## src/rtl/inst_decode_stage.sv

```systemverilog
// Registered instruction-decode stage: a main output register plus one skid entry,
// with every field output sliced straight from the main register's stored word.
module inst_decode_stage #(
    parameter int unsigned       INST_W    = 32,
    parameter int unsigned       OPC_W     = 6,
    parameter int unsigned       REG_W     = 5,
    parameter int unsigned       SHAMT_W   = 5,
    parameter int unsigned       FUNCT_W   = 6,
    parameter int unsigned       DATA_W    = 32,
    parameter int unsigned       PC_W      = 32,
    parameter logic [OPC_W-1:0]  RTYPE_OPC = '0
) (
    input  logic                              clk,
    input  logic                              rst,
    input  logic                              flush,
    input  logic                              in_valid,
    output logic                              in_ready,
    input  logic [INST_W-1:0]                 in_inst,
    input  logic [PC_W-1:0]                   in_pc,
    output logic                              out_valid,
    input  logic                              out_ready,
    output logic [PC_W-1:0]                   out_pc,
    output logic [OPC_W-1:0]                  opecode,
    output logic [REG_W-1:0]                  rd,
    output logic [REG_W-1:0]                  rs,
    output logic [REG_W-1:0]                  rt,
    output logic [SHAMT_W-1:0]                shamt,
    output logic [FUNCT_W-1:0]                funct,
    output logic [INST_W-OPC_W-2*REG_W-1:0]   immd,
    output logic [DATA_W-1:0]                 imm_sext,
    output logic [DATA_W-1:0]                 imm_zext,
    output logic [INST_W-OPC_W-1:0]           addr,
    output logic                              is_rtype
);

    localparam int unsigned IMM_W  = INST_W - OPC_W - 2 * REG_W;
    localparam int unsigned ADDR_W = INST_W - OPC_W;
    localparam int unsigned RD_LSB = INST_W - OPC_W - REG_W;
    localparam int unsigned RS_LSB = RD_LSB - REG_W;
    localparam int unsigned RT_LSB = RS_LSB - REG_W;

    // Reject field layouts that do not tile the instruction word exactly.
    if (OPC_W + 3 * REG_W + SHAMT_W + FUNCT_W != INST_W) begin : g_bad_fields
        $error("inst_decode_stage: field widths do not sum to INST_W");
    end
    if (DATA_W < IMM_W) begin : g_bad_data_w
        $error("inst_decode_stage: DATA_W must be at least IMM_W");
    end

    typedef struct packed {
        logic              valid;
        logic [INST_W-1:0] inst;
        logic [PC_W-1:0]   pc;
    } entry_t;

    entry_t main_q, main_d;
    entry_t skid_q, skid_d;
    logic   ready_d;
    logic   accept;
    logic   deliver;

    assign accept  = in_valid && in_ready;
    assign deliver = main_q.valid && out_ready;

    // Next-state for the two entries; flush wins over accept and deliver.
    always_comb begin
        main_d = main_q;
        skid_d = skid_q;
        if (flush) begin
            main_d.valid = 1'b0;
            skid_d.valid = 1'b0;
        end else if (!main_q.valid || deliver) begin
            if (skid_q.valid) begin
                main_d       = skid_q;
                skid_d.valid = accept;
                if (accept) begin
                    skid_d.inst = in_inst;
                    skid_d.pc   = in_pc;
                end
            end else if (accept) begin
                main_d.valid = 1'b1;
                main_d.inst  = in_inst;
                main_d.pc    = in_pc;
            end else begin
                main_d.valid = 1'b0;
            end
        end else if (accept) begin
            skid_d.valid = 1'b1;
            skid_d.inst  = in_inst;
            skid_d.pc    = in_pc;
        end
        ready_d = !skid_d.valid;
    end

    always_ff @(posedge clk or posedge rst) begin
        if (rst) begin
            main_q   <= '0;
            skid_q   <= '0;
            in_ready <= 1'b1;
        end else begin
            main_q   <= main_d;
            skid_q   <= skid_d;
            in_ready <= ready_d;
        end
    end

    assign out_valid = main_q.valid;
    assign out_pc    = main_q.pc;
    assign opecode   = main_q.inst[INST_W-1 -: OPC_W];
    assign rd        = main_q.inst[RD_LSB +: REG_W];
    assign rs        = main_q.inst[RS_LSB +: REG_W];
    assign rt        = main_q.inst[RT_LSB +: REG_W];
    assign shamt     = main_q.inst[FUNCT_W +: SHAMT_W];
    assign funct     = main_q.inst[FUNCT_W-1:0];
    assign immd      = main_q.inst[IMM_W-1:0];
    assign imm_sext  = DATA_W'($signed(immd));
    assign imm_zext  = DATA_W'(immd);
    assign addr      = main_q.inst[ADDR_W-1:0];
    assign is_rtype  = (opecode == RTYPE_OPC);

endmodule

```

## config.mk

```make
export PLATFORM = sky130hd
export DESIGN_NAME = inst_decode_stage
export DESIGN_NICKNAME = d
export VERILOG_FILES = /design/src/rtl/inst_decode_stage.sv
export SDC_FILE = /design/constraint.sdc
export NUM_CORES = 1
export LEC_CHECK = 0
export CORE_MARGIN = 4
export CORE_UTILIZATION = 43
export CTS_BUF_LIST = sky130_fd_sc_hd__clkbuf_4
export CTS_CLUSTER_DIAMETER = 40
export DETAILED_ROUTE_END_ITERATION = 8
export PLACE_DENSITY = 0.83
export SYNTH_ARGS = -nofsm -noshare
export SYNTH_HDL_FRONTEND = slang
export SYNTH_SLANG_ARGS = --single-unit
export TNS_END_PERCENT = 30
```

## constraint.sdc

```tcl
create_clock -name clk -period 4 [get_ports clk]
set_input_delay 0.8 -clock clk [delete_from_list [all_inputs] [get_ports clk]]
set_output_delay 0.8 -clock clk [all_outputs]
set_load 0.02 [all_outputs]
```

==> flow_summary.toml, run 1 <==
[floorplan]
design.die.area_mm2 = 0.0184
die_y_um = 136
fp.dieW_um = 136
num_rows = 46
core_mm2 = 0.0159
start_util_pct = 44.0
ioPinCount = 242

[clocking]
cts_buffer_depth = 2
clkTransAtPathRegs_ps = 100
numCtsBuffers = 17
postCtsHoldBufs = 0
root_buffer = "clkbuf_4"
cts_resized = 0
postCtsSetupBuffers = 0
clk_latency_ps = 520
cts_tree = "yes"
clock_sinks = 131
cts-htree-levels = 4

[setup_path]
crit_path_top_delay_cell = "clkdlybuf4s50_1"
path_class = "reg2out"
crit_path_max_incr_delay_ps = 690
arrival_ps = 2280
critical_path.cell_chain = "or4_1 > nor3_1 > clkdlybuf4s50_1"
path_max_fanout = 3
worstPathRequired_ps = 3200
cp-start-kind = "flip-flop"
critPathCaptureType = "output port"

[logic_synthesis]
synth_warnings = 0
synth.cell_area_mm2 = 0.00701
synth-edff-count = 0
syn_inst = 598
ys_async_sr_fraction_pct = 100
synthTopCellsByArea = "dfrtp_1 (46%), mux2_2 (19%), buf_4 (11%)"
ys_types = 23
seq_area_frac_synth_pct = 46.8
synth_top_cell_by_area = "dfrtp_1"
synth-main-ff-cell = "dfrtp_1"
syn_avg_cell_area_um2 = 11.7
netlist.area_leader.share_pct = 46.4
synth_seq_cells = 131

[drt]
ant_nets = 0
avgRoutedWirePerCell_um = 16.5
dr_total_vias = 4516
drt_iter0_markers = 176
drc = 0
dr.pass1.iters = 4
viasPerCell = 4.75
wl_um = 15700

[timing]
slew-limit-headroom_pct = 35.8
worstMarginPinSlew_ps = 963
fin_worst_skew_ps = 18.3
final.period_utilization_pct = 77.1
min_period_ps = 3080
max_freq_mhz = 324
rsz0062_at_grt = "no"
drv_slew = 0
finalSetupViolCount = 0
finalHoldViolCount = 0
fin_hold_ws_ps = 502
tns_ps = 0

[power]
p_total_w = 0.00438
intPower_w = 0.00283
p_sw_w = 0.00155
p_clk_share_pct = 17.4
p_per_area_mw_per_mm2 = 492
p_sw_share_pct = 35.4
total_leakage_power_nw = 3.65
irDropWorstVdd_uv = 242
combPwrFrac_pct = 39.1
seq_power_share_pct = 43.5

[global_routing]
grt.overflow.total = 0
grt_max_degree = 132
grt_pass1_vias = 4680
grt_pass1_wl_um = 25000
antenna_found_initial = 0
gr-usage-all-layers_pct = 17.2

[final_layout]
fin_util_pct = 55.8
nets = 793
layout_commonest_cell = "clkdlybuf4s50_1"
drive_gt1_share_pct = 21.8
areaGrowthSynthToFinish_pct = 26.9
antenna_cells = 0
final_cell_mix = "clkdlybuf4s50_1 (225), dfrtp_1 (129), mux2_2 (118)"
fillers = 1383

[place]
gp_congestion = 0.704
hpwl_um = 10200
portBuffers = 225

[hold_path]
hold_path.class = "reg2reg"

[job]
max_cap_violations = 0

[outcome]
outcome = "completed"
## sequential cells by signal, indices dropped and copies added, names as in the netlist
name / count
out_pc: 32
addr: 26
skid_q: 65
opecode: 6
out_valid: 1
in_ready: 1
## cells by family (layout without fill, tap and decap cells)
family | after synthesis | in the layout | share of synthesized area (%)
flops | 131 | 131 | 46.8
mux | 192 | 192 | 29.8
simple gates | 8 | 8 | 0.678
buf+inv | 202 | 324 | 17.8
fa+ha+maj | 1 | 1 | 0.143
compound gates | 63 | 63 | 4.76
other cells | 1 | 16 | 0.0535
## stage by stage
| step | cell area [µm²] | setup slack, ps | std cells |
|---|---|---|---|
| after global placement | 8670 | 1260 | 921 |
| after detailed placement | 8670 | 1180 | 921 |
| after global routing | 8900 | 700 | 951 |
| final | 8900 | 916 | 951 |
| after CTS | 8900 | 824 | 951 |
| after floorplan | 7070 | 1580 | 613 |
## worst max-delay path, delay by kind of cell (launching register included)
kind	cells	cell delay (ps)
flops	1	410
simple gates	2	680
buf+inv	1	690
## path summary, 6_finish.rpt
check / startpoint / to / slack, ps / cells past startpoint
worst max-delay path: opecode[0]$_DFFE_PP0P_ / is_rtype / 920 / 3
worst min-delay path: out_pc[31]$_DFFE_PP0P_ / out_pc[31]$_DFFE_PP0P_ / 500 / 1
worst max register to register: in_ready$_DFF_PP1_ / skid_q[1]$_DFFE_PP0P_ / 1920 / 4
worst min register to register: out_pc[31]$_DFFE_PP0P_ / out_pc[31]$_DFFE_PP0P_ / 500 / 1
max in group asynchronous: rst / skid_q[64]$_DFF_PP0_ / 2610 / 3
min in group asynchronous: rst / out_pc[8]$_DFFE_PP0P_ / 850 / 3
## final cells by class
cell class              instances  area [µm²]  share of cell area [%]
flip-flops and latches        131        3280                    36.9
multi-input cells             280        2550                    28.7
repair buffers                232        2330                    26.2
well taps                     216         270                    3.04
inverters                      62         236                    2.66
clock buffers                  17         128                    1.43
clock inverters                13        96.3                    1.08
## metal layers
layer | share of wire, % | wire length [µm] | vias to the layer above | global-route usage (%)
li1 | - | - | 2124 | -
met1 | 42 | 6680 | 2219 | 22.2
met2 | 48 | 7520 | 161 | 27.9
met3 | 8.5 | 1340 | 12 | 5.72
met4 | 1.1 | 178 | 0 | 4.87
met5 | 0 | 0 | - | 0
## synthesized netlist by cell type (2+ instances only)
master / n
dfrtp_1: 130
mux2_2: 118
buf_4: 107
inv_1: 61
mux2i_1: 60
o21ai_0: 60
clkbuf_1: 20
mux2_1: 14
buf_6: 12
nand2b_1: 2
nor2b_1: 2
## power by group through the flow
stage	Combinational, W	Sequential, W	Clock [W]
6_report	0.00171	0.00190	0.000764
5_1_grt	0.00183	0.00196	0.000859
4_1_cts	0.00174	0.00191	0.000802
3_5_place_dp	0.00173	0.00192	0
3_3_place_gp	0.00169	0.00191	0
2_1_floorplan	0.00100	0.00204	0
(Power assumes the default switching activity.)
==> run 2: changes to the inputs <==
--- a/config.mk
+++ b/config.mk
@@ -6,11 +6,11 @@
 export NUM_CORES = 1
 export LEC_CHECK = 0
 export CORE_MARGIN = 4
-export CORE_UTILIZATION = 43
+export CORE_UTILIZATION = 47
 export CTS_BUF_LIST = sky130_fd_sc_hd__clkbuf_4
 export CTS_CLUSTER_DIAMETER = 40
 export DETAILED_ROUTE_END_ITERATION = 8
-export PLACE_DENSITY = 0.83
+export PLACE_DENSITY = 0.86
 export SYNTH_ARGS = -nofsm -noshare
 export SYNTH_HDL_FRONTEND = slang
 export SYNTH_SLANG_ARGS = --single-unit
==> constraint.sdc (replaced) <==
create_clock -name clk -period 2.95 [get_ports clk]
set_input_delay 0.59 -clock clk [delete_from_list [all_inputs] [get_ports clk]]
set_output_delay 0.59 -clock clk [all_outputs]
set_load 0.02 [all_outputs]
==> run 2 against run 1 <==
  * Clock skew up 2.1 ps
  * Sequential power is 37% higher
  * Largest cell class unchanged
  * Flip-flop and latch count is the same
  * Global-route usage grew 2.2 points
  * Critical path type unchanged
  * Critical path depth fell by 2
  * Register-to-register slack worse by 930 ps
==> flow_summary.toml, run 2 (synthesis gave the netlist of run 1 again) <==
[outcome]
outcome = "completed"

[clocking]
postCtsSetupBuffers = 0
cts_tree = "yes"
root_buffer = "clkbuf_4"
cts_buffer_depth = 2
clock_sinks = 131
clk_latency_ps = 530
cts-htree-levels = 4
clkTransAtPathRegs_ps = 110
postCtsHoldBufs = 0
numCtsBuffers = 17

[power]
seq_power_share_pct = 41.6
p_per_area_mw_per_mm2 = 693
irDropWorstVdd_uv = 361
p_sw_w = 0.00219
combPwrFrac_pct = 37.5
p_sw_share_pct = 35.2
intPower_w = 0.00405
total_leakage_power_nw = 3.73
p_clk_share_pct = 20.9

[floorplan]
die_y_um = 130
ioPinCount = 242
num_rows = 44
design.die.area_mm2 = 0.0169
start_util_pct = 48.1
fp.dieW_um = 130
core_mm2 = 0.0146

[drt]
met3_length_um = 1120
ant_nets = 0
drt_iter0_markers = 255
dr_total_vias = 4676
dr_wl_met2_um = 8680
highest_layer = "met4"
drc = 0
viasPerCell = 5.07
dr.pass1.iters = 5
drt-met1-wl_um = 6320
wl_um = 16300
avgRoutedWirePerCell_um = 17.7

[hold_path]
hold_path.class = "reg2reg"

[timing]
slew-limit-headroom_pct = 53.2
finalHoldViolCount = 0
drv_slew = 0
finalSetupViolCount = 0
tns_ps = 0
min_period_ps = 2520
max_freq_mhz = 396
final.period_utilization_pct = 85.6
rsz0062_at_grt = "no"
fin_worst_skew_ps = 20.4
worstMarginPinSlew_ps = 702

[final_layout]
final_cell_mix = "clkdlybuf4s50_1 (224), dfrtp_1 (129), mux2_2 (118)"
layout_commonest_cell = "clkdlybuf4s50_1"
seqCellArea_mm2 = 0.00328
stdcell_count = 923
drive_gt1_share_pct = 22.5
nets = 795
multi_input_area_mm2 = 0.00255
fillers = 1103
areaGrowthSynthToFinish_pct = 28.3
antenna_cells = 0
top_register = "skid_q"
largest_reg_flops = 65

[global_routing]
grt_pass1_vias = 5031
grt_max_degree = 132
antenna_found_initial = 0
grt_pass1_wl_um = 26000
gr-usage-all-layers_pct = 19.5
grt.overflow.total = 0

[setup_path]
arrival_ps = 1930
path_max_fanout = 22
crit_path_max_incr_delay_ps = 710
worstPathRequired_ps = 2360
critical_path_buf_inv_count = 1
crit_path_top_delay_cell = "clkdlybuf4s50_1"
path_class = "reg2out"
cp-start-kind = "flip-flop"
critPathTopFamily = "buffers and inverters"
critPathCaptureType = "output port"
critical_path.cell_chain = "clkdlybuf4s50_1"

[place]
dpl.cell_count = 891
gp_congestion = 0.761
hpwl_um = 11200
portBuffers = 225

[job]
max_cap_violations = 0
==> run 2: power by group through the flow <==
stage          Sequential [W]  Combinational [W]  Clock [W]
3_3_place_gp          0.00258            0.00230          0
6_report              0.00260            0.00234    0.00130
2_1_floorplan         0.00277            0.00136          0
5_1_grt               0.00266            0.00250    0.00142
3_5_place_dp          0.00263            0.00237          0
4_1_cts               0.00260            0.00237    0.00134
==> run 2: metrics by stage <==
stage | cell area [µm²] | utilization, % | hold slack [ps] | total power (W) | worst slack [ps]
6_report | 9000 | 61.7 | 521 | 0.00624 | 426
5_1_grt | 9000 | 61.7 | 544 | 0.00658 | 235
4_1_cts | 8990 | 61.7 | 521 | 0.00632 | 42.7
3_5_place_dp | 8680 | 59.5 | 494 | 0.00500 | 462
3_3_place_gp | 8680 | 59.5 | 473 | 0.00488 | 512
2_1_floorplan | 7070 | - | 475 | 0.00412 | 738
==> run 2: layout make-up <==
type,instances,area share (%)
clock buffer,17,1.42
clock inverter,15,2.03
sequential,131,36.5
timing repair buffer,234,26.5
multi-input combinational,280,28.4
inverter,62,2.63
tap,184,2.56
==> run 2: metal layers <==
layer / GRT usage (%) / up-vias
met2: 35.6 / 166
li1: - / 2141
met3: 5.57 / 19
met1: 21.9 / 2350
met5: 0 / -
met4: 5.99 / 0
==> run 2: worst reg2reg max path, cell delays in order, from the launching register on <==
cell,delay (ps)
dfstp_2,560
nand2_1,160
a211oi_4,350
buf_4,390
mux2_2,400
==> run 2: what timing repair did <==
action                                 4_1_cts  5_1_grt
resized for setup                            0        1
endpoints found under the hold margin        0        0
setup endpoints to repair                    0        1
==> run 2: path summary, 6_finish.rpt <==
| path | startpoint | to | slack [ps] | cells past startpoint |
|---|---|---|---|---|
| max | addr[15]$_DFFE_PP0P_ | imm_sext[16] | 430 | 1 |
| min | skid_q[39]$_DFFE_PP0P_ | skid_q[39]$_DFFE_PP0P_ | 520 | 1 |
| max reg2reg | in_ready$_DFF_PP1_ | addr[13]$_DFFE_PP0P_ | 990 | 4 |
| min reg2reg | skid_q[39]$_DFFE_PP0P_ | skid_q[39]$_DFFE_PP0P_ | 520 | 1 |
| max in group asynchronous | rst | skid_q[4]$_DFFE_PP0P_ | 1770 | 3 |
| min in group asynchronous | rst | out_pc[27]$_DFFE_PP0P_ | 650 | 3 |
==> run 3: changes to the inputs <==
--- a/config.mk
+++ b/config.mk
@@ -11,6 +11,7 @@
 export CTS_CLUSTER_DIAMETER = 40
 export DETAILED_ROUTE_END_ITERATION = 8
 export PLACE_DENSITY = 0.86
+export SKIP_LAST_GASP = 1
 export SYNTH_ARGS = -nofsm -noshare
 export SYNTH_HDL_FRONTEND = slang
 export SYNTH_SLANG_ARGS = --single-unit
==> results of run 3 <==
Final layout, timing and power as in run 2 (identical DEF).
